--- src/rtl/flg_pkg.sv ---
// Shared helpers for the flag match offset stream: output width functions and FSM state.
package flg_pkg;

  function automatic int unsigned ofs_w(input int unsigned n);
    return $clog2(n);
  endfunction

  function automatic int unsigned cnt_w(input int unsigned n);
    return $clog2(n + 1);
  endfunction

  typedef enum logic {
    ST_IDLE = 1'b0,
    ST_SCAN = 1'b1
  } state_e;

endpackage

--- src/rtl/flg_lsb_sel.sv ---
// Lowest-set-bit selector: one-hot select, its index, mask of positions below it,
// and whether it is the only bit left in the vector.
module flg_lsb_sel #(
  parameter int unsigned W  = 32,
  parameter int unsigned IW = flg_pkg::ofs_w(W)
) (
  input  logic [W-1:0]  vec,
  output logic [W-1:0]  onehot,
  output logic [IW-1:0] idx,
  output logic [W-1:0]  below,
  output logic          single
);

  always_comb begin
    onehot = vec & (~vec + W'(1));
    below  = onehot - W'(1);
    single = (vec != '0) && ((vec & (vec - W'(1))) == '0);
    idx    = '0;
    for (int i = 0; i < int'(W); i++) begin
      if (onehot[i]) idx = IW'(i);
    end
  end

endmodule

--- src/rtl/flg_match_offset_stream.sv ---
// Walks every position where both activation and weight flags are set (LSB first) and
// emits one beat per match carrying the compressed-buffer offsets for both operands.
module flg_match_offset_stream
  import flg_pkg::*;
#(
  parameter int unsigned FLG_WIDTH  = 32,
  parameter bit          EMIT_EMPTY = 1'b1,
  localparam int unsigned OFS_W     = ofs_w(FLG_WIDTH),
  localparam int unsigned CNT_W     = cnt_w(FLG_WIDTH)
) (
  input  logic                 clk,
  input  logic                 rst_n,
  input  logic                 clr,
  input  logic                 in_valid,
  output logic                 in_ready,
  input  logic [FLG_WIDTH-1:0] flg_act,
  input  logic [FLG_WIDTH-1:0] flg_wei,
  output logic                 out_valid,
  input  logic                 out_ready,
  output logic [OFS_W-1:0]     ofs_act,
  output logic [OFS_W-1:0]     ofs_wei,
  output logic [OFS_W-1:0]     out_pos,
  output logic                 out_last,
  output logic                 out_none,
  output logic [CNT_W-1:0]     out_cnt
);

  state_e               state;
  logic [FLG_WIDTH-1:0] act_r;
  logic [FLG_WIDTH-1:0] wei_r;
  logic [FLG_WIDTH-1:0] rem_r;
  logic [CNT_W-1:0]     cnt_r;

  logic [FLG_WIDTH-1:0] sel_oh;
  logic [FLG_WIDTH-1:0] sel_below;
  logic [OFS_W-1:0]     sel_idx;
  logic                 sel_single;

  logic                 load_c;
  logic                 has_c;
  logic                 emit_c;
  logic                 done_c;
  logic                 accept_c;
  logic [OFS_W-1:0]     beat_oa_c;
  logic [OFS_W-1:0]     beat_ow_c;

  flg_lsb_sel #(
    .W  (FLG_WIDTH),
    .IW (OFS_W)
  ) u_sel (
    .vec    (rem_r),
    .onehot (sel_oh),
    .idx    (sel_idx),
    .below  (sel_below),
    .single (sel_single)
  );

  function automatic logic [CNT_W-1:0] popcnt(input logic [FLG_WIDTH-1:0] v);
    logic [CNT_W-1:0] s;
    s = '0;
    for (int i = 0; i < int'(FLG_WIDTH); i++) begin
      s = s + CNT_W'(v[i]);
    end
    return s;
  endfunction

  // Beat generation and vector completion; done_c opens in_ready for a back-to-back pair.
  always_comb begin
    load_c    = !out_valid || out_ready;
    has_c     = (rem_r != '0);
    beat_oa_c = OFS_W'(popcnt(act_r & sel_below));
    beat_ow_c = OFS_W'(popcnt(wei_r & sel_below));
    emit_c    = 1'b0;
    done_c    = 1'b0;
    if (state == ST_SCAN) begin
      if (has_c) begin
        emit_c = load_c;
        done_c = load_c && sel_single;
      end else if (EMIT_EMPTY) begin
        emit_c = load_c;
        done_c = load_c;
      end else begin
        done_c = 1'b1;
      end
    end
  end

  assign in_ready = (state == ST_IDLE) || done_c;
  assign accept_c = in_valid && in_ready && !clr;

  // FSM, working registers and registered output beat.
  always_ff @(posedge clk or negedge rst_n) begin
    if (!rst_n) begin
      state     <= ST_IDLE;
      act_r     <= '0;
      wei_r     <= '0;
      rem_r     <= '0;
      cnt_r     <= '0;
      out_valid <= 1'b0;
      ofs_act   <= '0;
      ofs_wei   <= '0;
      out_pos   <= '0;
      out_last  <= 1'b0;
      out_none  <= 1'b0;
      out_cnt   <= '0;
    end else if (clr) begin
      state     <= ST_IDLE;
      out_valid <= 1'b0;
      rem_r     <= '0;
    end else begin
      if (load_c) begin
        out_valid <= emit_c;
        if (emit_c) begin
          if (has_c) begin
            ofs_act  <= beat_oa_c;
            ofs_wei  <= beat_ow_c;
            out_pos  <= sel_idx;
            out_last <= sel_single;
            out_none <= 1'b0;
            out_cnt  <= cnt_r;
          end else begin
            ofs_act  <= '0;
            ofs_wei  <= '0;
            out_pos  <= '0;
            out_last <= 1'b1;
            out_none <= 1'b1;
            out_cnt  <= '0;
          end
        end
      end
      if (emit_c && has_c) rem_r <= rem_r & ~sel_oh;
      if (accept_c) begin
        act_r <= flg_act;
        wei_r <= flg_wei;
        rem_r <= flg_act & flg_wei;
        cnt_r <= popcnt(flg_act & flg_wei);
        state <= ST_SCAN;
      end else if (done_c) begin
        state <= ST_IDLE;
      end
    end
  end

endmodule

--- config.mk ---
export PLATFORM = sky130hd
export DESIGN_NAME = flg_match_offset_stream
export DESIGN_NICKNAME = d
export VERILOG_FILES = /design/src/rtl/flg_pkg.sv /design/src/rtl/flg_lsb_sel.sv /design/src/rtl/flg_match_offset_stream.sv
export SDC_FILE = /design/constraint.sdc
export NUM_CORES = 1
export LEC_CHECK = 0
export BUFFER_PORTS_ARGS = -buffer_cell sky130_fd_sc_hd__buf_2
export CAP_MARGIN = 40
export CORE_MARGIN = 8
export CORE_UTILIZATION = 55
export DETAILED_ROUTE_END_ITERATION = 7
export GPL_TIMING_DRIVEN = 1
export PLACE_DENSITY = 0.75
export RECOVER_POWER = 50
export SLEW_MARGIN = 25
export SYNTH_ARGS = -nofsm -noshare
export SYNTH_HDL_FRONTEND = slang
export SYNTH_SLANG_ARGS = --single-unit
--- constraint.sdc ---
create_clock -name clk -period 8.8 [get_ports clk]
set_input_delay 1.76 -clock clk [delete_from_list [all_inputs] [get_ports clk]]
set_output_delay 1.76 -clock clk [all_outputs]
set_load 0.05 [all_outputs]
Yosys cells after proc, flatten, opt, wreduce, memory -nomap -nowiden. Cells that the tools add are included. Widths: inputs -> output; s select.

Input bits: 69. Memories: 0. Word-level logic and storage cells: 182. Bits in registers: 127. Memory bits (writable): 0. ROM bits: 0. Latch bits: 0.

Bitwise gates (word level): 10. Shifts and indexed selects: 0. $add $sub $neg: 96. Order comparisons: 0. Div/mod/pow operators: 0. Reduce and logical (&&, ||, !) cells: 16. Muxes and demuxes: 48. $mul: 0. Eq/ne operators: 0.

Operators by type and width (count): $add 5x1->5 (54); $and 32x32->32 (6); $add 6x1->6 (26); $mux 32 (3); $mux 5 (19); $not 32->32 (2); $sub 32x1->32 const B (2); $add 32x1->32 const B (1); $logic_not 32->1 (1); $mux 4 (8); $reduce_bool 32->1 (1); $add 4x1->5 (3); $add 3x1->4 (3); $mux 3 (4); $mux 1 (11); $add 2x1->3 (3); $add 1x1->2 (3); $add 5x1->6 (1); $mux 6 (1); $reduce_bool 3->1 (2); $logic_and 1x1->1 (5); $mux 2 (2); $reduce_and 3->1 (1); $logic_not 1->1 (2); 4 further kinds (6).

Depth between registers and ports, before layout. Gate-level depths: netlist of run 1.

Word-level depth: 37. Gate-level depth with buffers: 24. Gate-level depth less buffers: 22.

Modules after synthesis. Synthesis of run 1 repeated with hierarchy kept, for this count alone.

Cells, all modules: 861. Area, all modules: 9205.1 µm².

Modules (own cells, without submodules): flg_match_offset_stream (instances 1, seq. area each 3178.0 µm², area an instance 8197.9 µm², cells an instance 690); flg_lsb_sel (instances 1, seq. area each 0.0 µm², area an instance 1007.2 µm², cells an instance 171).

Least setup slack after synthesis of run 1. OpenSTA, ideal clock, no wires.

Path kind: reg-to-reg. Start point: register rem_r[2]. End point: register ofs_act[4]. Arrival time: 6.105 ns. Required time: 8.666 ns. Clock period less this slack: 6.239 ns. Library setup time: 0.134 ns. Path slack: 2.561 ns. Path buffers: 3. Cell stages (with the launch flop): 24. Cells stage by stage: dfrtp_1 buf_2 nor4_4 nand3_1 buf_2 buf_1 or2_2 nor2_1 nand2_1 fa_1 fa_1 inv_1 fa_1 inv_1 fa_1 fa_1 fa_1 inv_1 ha_1 fa_1 a21o_1 a21oi_1 xor2_1 o31ai_1.

Cells in the longest elaborated chain, start to end: 36. Elaborated cells between the ends (all ways): 37. Classes of those cells: 32 x add/sub; 1 x mux; 3 x bitwise; 1 x reduce/logical.

RTL lines: from (decl) (RTL line flg_match_offset_stream.sv:31) `logic [FLG_WIDTH-1:0] rem_r;`; from (signal assigned) (RTL line flg_match_offset_stream.sv:131) `if (emit_c && has_c) rem_r <= rem_r & ~sel_oh;`; from (signal assigned) (RTL line flg_match_offset_stream.sv:135) `rem_r <= flg_act & flg_wei;`; $not 32->32 (RTL line flg_lsb_sel.sv:15) `onehot = vec & (~vec + W'(1));`; $add 32x1->32 (RTL line flg_lsb_sel.sv:15); $and 32x32->32 (RTL line flg_lsb_sel.sv:15); $sub 32x1->32 (RTL line flg_lsb_sel.sv:16) `below = onehot - W'(1);`; $and 32x32->32 (RTL line flg_match_offset_stream.sv:71) `beat_oa_c = OFS_W'(popcnt(act_r & sel_below));`; $add 2x1->3 (RTL line flg_match_offset_stream.sv:62) `s = s + CNT_W'(v[i]);`; $add 3x1->4 (RTL line flg_match_offset_stream.sv:62); $add 4x1->5 (RTL line flg_match_offset_stream.sv:62); $add 5x1->5 (27 in series) (RTL line flg_match_offset_stream.sv:62); $mux 5 * (RTL line flg_match_offset_stream.sv:114) `if (has_c) begin`; to (signal assigned) (RTL line flg_match_offset_stream.sv:115) `ofs_act <= beat_oa_c;`; to (decl) (RTL line flg_match_offset_stream.sv:20) `output logic [OFS_W-1:0] ofs_act,`.

Every way passes the cells marked *; elsewhere a longest branch is shown, timed or not. A chain may end at the register's enable or synchronous reset.

Final worst setup path of run 1.
Start point: register rem_r[3]. End point: register ofs_act[4].

Cells in the longest elaborated chain, start to end: 35. Elaborated cells between the ends (all ways): 36. Classes of those cells: 31 x add/sub; 1 x mux; 3 x bitwise; 1 x reduce/logical.

RTL lines (RTL line): $not 32->32 (flg_lsb_sel.sv:15); $add 32x1->32 (flg_lsb_sel.sv:15); $and 32x32->32 (flg_lsb_sel.sv:15); $sub 32x1->32 (flg_lsb_sel.sv:16); $and 32x32->32 (flg_match_offset_stream.sv:71); $add 3x1->4 (flg_match_offset_stream.sv:62); $add 4x1->5 (flg_match_offset_stream.sv:62); $add 5x1->5 (27 in series) (flg_match_offset_stream.sv:62); $mux 5 * (flg_match_offset_stream.sv:114).

Marks and branches as above.

==> results.md, run 1 <==
- Status: finished with violations
- Failing checks: design-rule violations, max-capacitance violations, max-slew violations
- Top-count cell post-synth: dfrtp_1
- Root Driver: clkbuf_16
- Tcrit/Tclk final: 0.8180
- CP delay by family, top: adder cells
- Sequential share of the synthesized area: 0.3607
- CP Max Fanout: 8
- Most frequent CP cell: fa_1
- Setup TNS: 0 ns
- Synth unique cells: 68
- Synthesized flop and latch total: 127
- Simple-gate share of the synthesized area: 0.1454
- DP Wirelength: around 19 mm
- Xor/xnor cell area share of the yosys netlist: 0.008948
- Period minus WS final: 7.199 ns
- Post-CTS setup buffer count: 0
- # clock sinks: 127
- Die X: 142.6 microns
- CP max stage delay: 0.55 ns
- Vias per inst: 5.822
- Initial Util: 0.5586
- Dpl ws: between 1.5 and 2 ns
- Clock-pin slew on the worst setup and hold paths: ~0.06 ns
- Yosys warns: 0
- IO buf count: between 90 and 100
- Drt pass-1 iters: 7
- RD Place Congestion: 1.001
- All-Layer GR Usage: 0.2564
- Final Util: 0.6359
- Crit-path cells: nor4_4 -> nand2_1 -> nor2_1 -> nand3_1 -> nor3_1 -> nand2_1 -> fa_1 -> fa_1 -> inv_1 -> fa_1 -> inv_1 -> fa_1 -> fa_1 -> fa_1 -> inv_1 -> ha_1 -> fa_1 -> a21o_1 -> a21oi_1 -> xor2_1 -> o31ai_1
- Final setup violation count: 0
- Number of global-route vias before repair: roughly 7000
- Synth top area cells: dfrtp_1, fa_1, mux2_4, nand2_1, inv_1
- Slowest CP cell: fa_1
- Initial antenna violation count: 0
- Cts repair resizes: 0
- Io pins: 94
- DR iter-0 viols: roughly 600
- Average cell area after synthesis: 10.58 sq um
- Placed Area: approximately 9500 sq um
- Critical path arrival: 7.48 ns
- Yosys top cell by area: dfrtp_1
- Mux cell area share after synthesis: 0.1132
- First-pass GRT wire length: between 30 and 40 mm
- Drt wl/cell: 21.61 microns
- Via count: 6689
- FF-to-FF Start: rem_r[3]$_DFFE_PN0P_
- Largest net degree at the start of global routing: a little over 60
- Clock buffer depth: 2
- Total grt overflow: 0
- Most frequent cells after synthesis: dfrtp_1, nand2_1, inv_1, fa_1, mux2_4
- Async S/R FF share, synth: 1.000
- Hold Crit Class: reg2reg
- Antenna diodes: 0
- H-tree Lvls: 4
- CP required: a little over 9 ns
- Post-CTS Hold Buffers: 0
- Number of synthesized flops with an enable pin: 0
- RR Endpoint: ofs_act[4]$_DFFE_PN0P_
- Worst r2r path cells: 21
- Final WL: ~25 mm
- Crit path buf inv count: 3
- Post-route cell area: around 10000 sq um
- Layout cell share with drive strength beyond 1: 0.2294
- Mapped Cells: 833
- Cell area after synthesis: between 8000 and 9000 sq um
- Vert. Die Dim: 142.6 microns
- Critical Path Source: rem_r[3]$_DFFE_PN0P_
- Synthesized Nets: 995
- Largest family of logic cells by synthesized area: adder cells
- Post-Synth Adder-Cell Area: 0.1983
- Crit end category: flip-flop
- Total core area: roughly 16000 sq um
- Fill cell count: 1343
- Top cell type's share of synthesized area: 0.3607
- Complex-gate fraction of the synthesized area: 0.1106
- Skew final: 0.01081 ns
- Setup WS post-layout: 1.601 ns
- Endpoints failing hold: 0
- Worst-Margin Slew: 2.748 ns
- Area grow syn2layout: 13.83%
- Type of origin of the critical path: flip-flop
- Die area: ~20000 sq um
- Worst skew pair latency: 0.42 ns
- Antenna-violating nets left: 0
- Critical Path End: ofs_act[4]$_DFFE_PN0P_
- Maxcap violations: 3
- Slew HR: -0.8321
- Nets@finish: 1082
- Stages on worst setup path: 21
- R2R setup slack: between 1.5 and 2 ns
- Drt drc: 1
- TritonCTS Buffers: 17
- RSZ-0062 raised after global routing: false
- Slew Viols, Final: 131
- Synth Flop Type: dfrtp_1
- Std cell rows: 46
- Peak Freq: 138.9 MHz
- CTS tree: done
- Setup CP Type: reg2reg
## registers in the layout, indices dropped and copies added, names as in the netlist
signal and flops:
act_r 32, cnt_r 6, out_none 1, out_cnt 6, out_pos 5, state 1
out_valid 1, wei_r 32, rem_r 32, ofs_wei 5, out_last 1, ofs_act 5
## through the flow
step                      hold WS, ns  std cells
after global routing           0.4944       1149
after detailed placement       0.4618       1115
after floorplan                0.4641        833
final                          0.4728       1149
after CTS                      0.4754       1147
after global placement         0.4581       1113
## cell families after synthesis
| kind of cell | after synthesis |
|---|---|
| flip-flops | 127 |
| AND/OR/NAND/NOR | 252 |
| XOR/XNOR | 9 |
| buffers and inverters | 133 |
| AO/OA/AOI/OAI | 143 |
| multiplexers | 72 |
| adder cells (fa/ha/maj) | 97 |
## how the worst min path moves through the flow
stage / start / to / slack [ns] / cells past startpoint
6_report: out_none$_DFFE_PN0P_ / out_none$_DFFE_PN0P_ / 0.47 / 2
5_1_grt: out_pos[0]$_DFFE_PN0P_ / out_pos[0]$_DFFE_PN0P_ / 0.49 / 1
4_1_cts: out_none$_DFFE_PN0P_ / out_none$_DFFE_PN0P_ / 0.48 / 2
3_5_place_dp: out_none$_DFFE_PN0P_ / out_none$_DFFE_PN0P_ / 0.46 / 2
3_3_place_gp: out_pos[2]$_DFFE_PN0P_ / out_pos[2]$_DFFE_PN0P_ / 0.46 / 2
2_1_floorplan: act_r[24]$_DFFE_PN0P_ / act_r[24]$_DFFE_PN0P_ / 0.46 / 1
## final cells by class
type	instances	area, sq um	share of cell area
Multi-Input combinational cell	573	5094	0.5079
Sequential cell	127	3178	0.3169
Timing Repair Buffer	105	524.3	0.05228
Clock buffer	23	467.9	0.04666
Inverter	96	360.3	0.03593
Tap cell	216	270.3	0.02695
Clock inverter	9	133.9	0.01335
## metal layers
| metal | wire length [microns] | track usage | vias up |
|---|---|---|---|
| li1 | - | - | 3005 |
| met1 | 11030 | 0.3554 | 3320 |
| met4 | 742 | 0.1046 | 0 |
| met3 | 2021 | 0.05803 | 38 |
| met5 | 0 | 0 | - |
| met2 | 11040 | 0.3810 | 326 |
## cell usage in the layout, fill, tap and decap left out, types with 4 or more instances in the layout
cell	n
dfrtp_1	127
nand2_1	113
inv_1	96
buf_2	80
fa_1	72
mux2_4	50
nor2_1	39
a21oi_1	29
o21ai_0	27
ha_1	21
clkbuf_1	21
and2_1	19
mux2_2	17
clkbuf_16	17
or2_2	15
o31ai_1	10
o211ai_1	10
nand3_1	9
nor3_1	9
and3_1	8
o2bb2ai_1	8
buf_4	8
nor4_1	7
a21o_1	7
o311ai_0	7
a22o_1	7
nor2b_1	6
xor2_1	5
nor4_4	4
o21ai_1	4
o41ai_1	4
xnor2_1	4
mux2_1	4
## tightest hold or removal path, cell delays in order (launching register included)
cell	delay [ns]
dfrtp_1	0.34
nand2_1	0.05
nand2_1	0.05
Power of run 1 is not shown: default switching activity piles up to over one toggle a cycle in this logic, so the estimate is an artifact.
==> run 2, diff against run 1 <==
==> constraint.sdc (replaced) <==
create_clock -name clk -period 6.7 [get_ports clk]
set_input_delay 1.34 -clock clk [delete_from_list [all_inputs] [get_ports clk]]
set_output_delay 1.34 -clock clk [all_outputs]
set_load 0.05 [all_outputs]
==> run 2 against run 1 <==
The flow finishes with violations (max-capacitance violations, max-slew violations). First-iteration DRC count rose by 2.3%. Core utilization is 1.4 points higher. Fmax rose by 11%. Non-clock buffer count up 24. Sequential share of layout area is 0.70 points lower. Flip-flop and latch count unchanged. Final area is 2.2% higher. Die area unchanged. Register-to-register slack worse by 1.4 ns. Hold slack worse by 0.0020 ns. Critical path type unchanged.
==> results.md, run 2 (synthesis results as in run 1) <==
- Status: finished with violations (unchanged)
- Failing checks: max-capacitance violations, max-slew violations (was design-rule violations, max-capacitance violations, max-slew violations)
- First-pass GRT wire length: 40.21 mm (was 39.03 mm)
- Area grow syn2layout: 16.39% (was 13.83%)
- DP Wirelength: 19.62 mm (was 18.88 mm)
- FF-to-FF Start: rem_r[1]$_DFFE_PN0P_ (was rem_r[3]$_DFFE_PN0P_)
- All-Layer GR Usage: 0.2660 (was 0.2564)
- Dpl ws: 0.2176 ns (was 1.685 ns)
- Root Driver: clkbuf_16 (unchanged)
- Clock-pin slew on the worst setup and hold paths: 0.06 ns (about the same)
- Die area: 20320 sq um (unchanged)
- Number of stages on the worst hold path: 2 (unchanged)
- Post-CTS Hold Buffers: 0 (unchanged)
- Drt wl/cell: 21.87 microns (was 21.61 microns)
- Number of global-route vias before repair: 7115 (was 6871)
- Skew final: 0.01025 ns (was 0.01081 ns)
- Critical path arrival: 6.75 ns (was 7.48 ns)
- Maxcap violations: 4 (was 3)
- Worst Hold Margin: 0.4708 ns (was 0.4728 ns)
- Std cell rows: 46 (unchanged)
- Antenna-violating nets left: 0 (unchanged)
- Via count: 6830 (was 6689)
- Nets@finish: 1106 (was 1082)
- Drt drc: 0 (was 1)
- Slew HR: -0.8621 (was -0.8321)
- H-tree Lvls: 4 (unchanged)
- Commonest cells after routing, fill and taps aside: dfrtp_1, nand2_1, inv_1 (unchanged)
- # clock sinks: 127 (unchanged)
- CP max stage delay: 0.56 ns (was 0.55 ns)
- Slew Viols, Final: 155 (was 131)
- Vert. Die Dim: 142.6 microns (unchanged)
- Final Util: 0.6502 (was 0.6359)
- RR Endpoint: ofs_act[4]$_DFFE_PN0P_ (unchanged)
- Worst Hold Path EP: out_none$_DFFE_PN0P_ (unchanged)
- Worst-Margin Slew: 2.793 ns (was 2.748 ns)
- Setup CP Type: reg2reg (unchanged)
- Total core area: 15770 sq um (unchanged)
- DR iter-0 viols: 611 (was 597)
- Io pins: 94 (unchanged)
- Largest net degree at the start of global routing: 61 (was 62)
- Endpoints failing hold: 0 (unchanged)
- Worst skew pair latency: 0.42 ns (about the same)
- Antenna diodes: 0 (unchanged)
- CTS tree: done (unchanged)
- Period minus WS final: 6.456 ns (was 7.199 ns)
- Final setup violation count: 0 (unchanged)
- Layout cell share with drive strength beyond 1: 0.2529 (was 0.2294)
- Die X: 142.6 microns (unchanged)
- Final WL: 25.65 mm (was 24.83 mm)
- IO buf count: 93 (unchanged)
- Setup TNS: 0 ns (unchanged)
- Vias per inst: 5.823 (was 5.822)
- RSZ-0062 raised after global routing: false (unchanged)
- Hold Crit Class: reg2reg (unchanged)
- CP required: 6.99 ns (was 9.08 ns)
- CP delay by family, top: adder cells (unchanged)
- Clock buffer depth: 2 (unchanged)
- Initial antenna violation count: 0 (unchanged)
- Peak Freq: 154.9 MHz (was 138.9 MHz)
- Worst r2r path cells: 19 (was 21)
- Commonest non-fill, non-tap cell in the layout: dfrtp_1 (unchanged)
- Crit path buf inv count: 2 (was 3)
- Drt pass-1 iters: 5 (was 7)
- Setup WS post-layout: 0.2435 ns (was 1.601 ns)
- Type of origin of the critical path: flip-flop (unchanged)
- Most frequent CP cell: fa_1 (unchanged)
- CP Max Fanout: 10 (was 8)
- Crit-path cells: buf_4 -> or4_4 -> nor3_4 -> nand3_2 -> nor2_1 -> nand2_1 -> fa_1 -> fa_1 -> fa_1 -> fa_1 -> fa_1 -> fa_1 -> inv_1 -> ha_1 -> fa_1 -> a21o_1 -> a21oi_1 -> xor2_1 -> o31ai_1 (was nor4_4 -> nand2_1 -> nor2_1 -> nand3_1 -> nor3_1 -> nand2_1 -> fa_1 -> fa_1 -> inv_1 -> fa_1 -> inv_1 -> fa_1 -> fa_1 -> fa_1 -> inv_1 -> ha_1 -> fa_1 -> a21o_1 -> a21oi_1 -> xor2_1 -> o31ai_1)
- Top Registers: act_r (32), rem_r (32), wei_r (32) (unchanged)
- Initial Util: 0.5586 (unchanged)
- TritonCTS Buffers: 17 (unchanged)
- Total grt overflow: 0 (unchanged)
- RD Place Congestion: 0.9680 (was 1.001)
- Crit end category: flip-flop (unchanged)
- Slowest CP cell: fa_1 (unchanged)
- Hold wc startpoint: out_none$_DFFE_PN0P_ (unchanged)
- R2R setup slack: 0.24 ns (was 1.60 ns)
- Tcrit/Tclk final: 0.9637 (was 0.8180)
[run 2: tightest hold or removal path: cells and delay by family, from the launching register on]
| family | cells | cell delay (ns) |
|---|---|---|
| AND/OR/NAND/NOR | 2 | 0.10 |
| flip-flops | 1 | 0.33 |
[run 2: area by class of cell]
type | instances | area, sq um
well taps | 216 | 270.3
clock inverters | 10 | 157.7
flip-flops and latches | 127 | 3178
inverters | 96 | 360.3
clock buffers | 22 | 484.2
fillers | 1318 | 5517
multi-input cells | 573 | 5099
repair buffers | 129 | 704.4
[run 2: repair_timing]
action,in CTS,in global routing
buffers inserted,0,2
setup endpoints to repair,0,2
resized for setup,0,1
endpoints found under the hold margin,0,0
[run 2: stage by stage]
step | instance area, sq um | cells
after global placement | 9595 | 1135
after floorplan | 8810 | 833
after global routing | 10250 | 1173
after CTS | 10270 | 1170
after detailed placement | 9627 | 1138
final | 10250 | 1173
[run 2: worst max-delay path by stage]
stage	startpoint	to	slack, ns	cells past startpoint
floorplan	rem_r[2]$_DFFE_PN0P_	ofs_act[4]$_DFFE_PN0P_	0.46	23
global placement	rem_r[8]$_DFFE_PN0P_	ofs_act[4]$_DFFE_PN0P_	0.36	20
detailed placement	rem_r[8]$_DFFE_PN0P_	ofs_act[4]$_DFFE_PN0P_	0.22	20
CTS	rem_r[8]$_DFFE_PN0P_	ofs_act[4]$_DFFE_PN0P_	0.16	20
global route	rem_r[8]$_DFFE_PN0P_	ofs_act[4]$_DFFE_PN0P_	0.03	20
finish	rem_r[1]$_DFFE_PN0P_	ofs_act[4]$_DFFE_PN0P_	0.24	19
[run 2: per-layer routing]
metal	GRT usage	routed length, microns	vias up
met5	0	0	-
met4	0.07606	520	0
met3	0.06642	2154	35
met2	0.4181	11970	311
met1	0.3581	11010	3432
li1	-	-	3052
Power of run 2 is left out for the same reason.
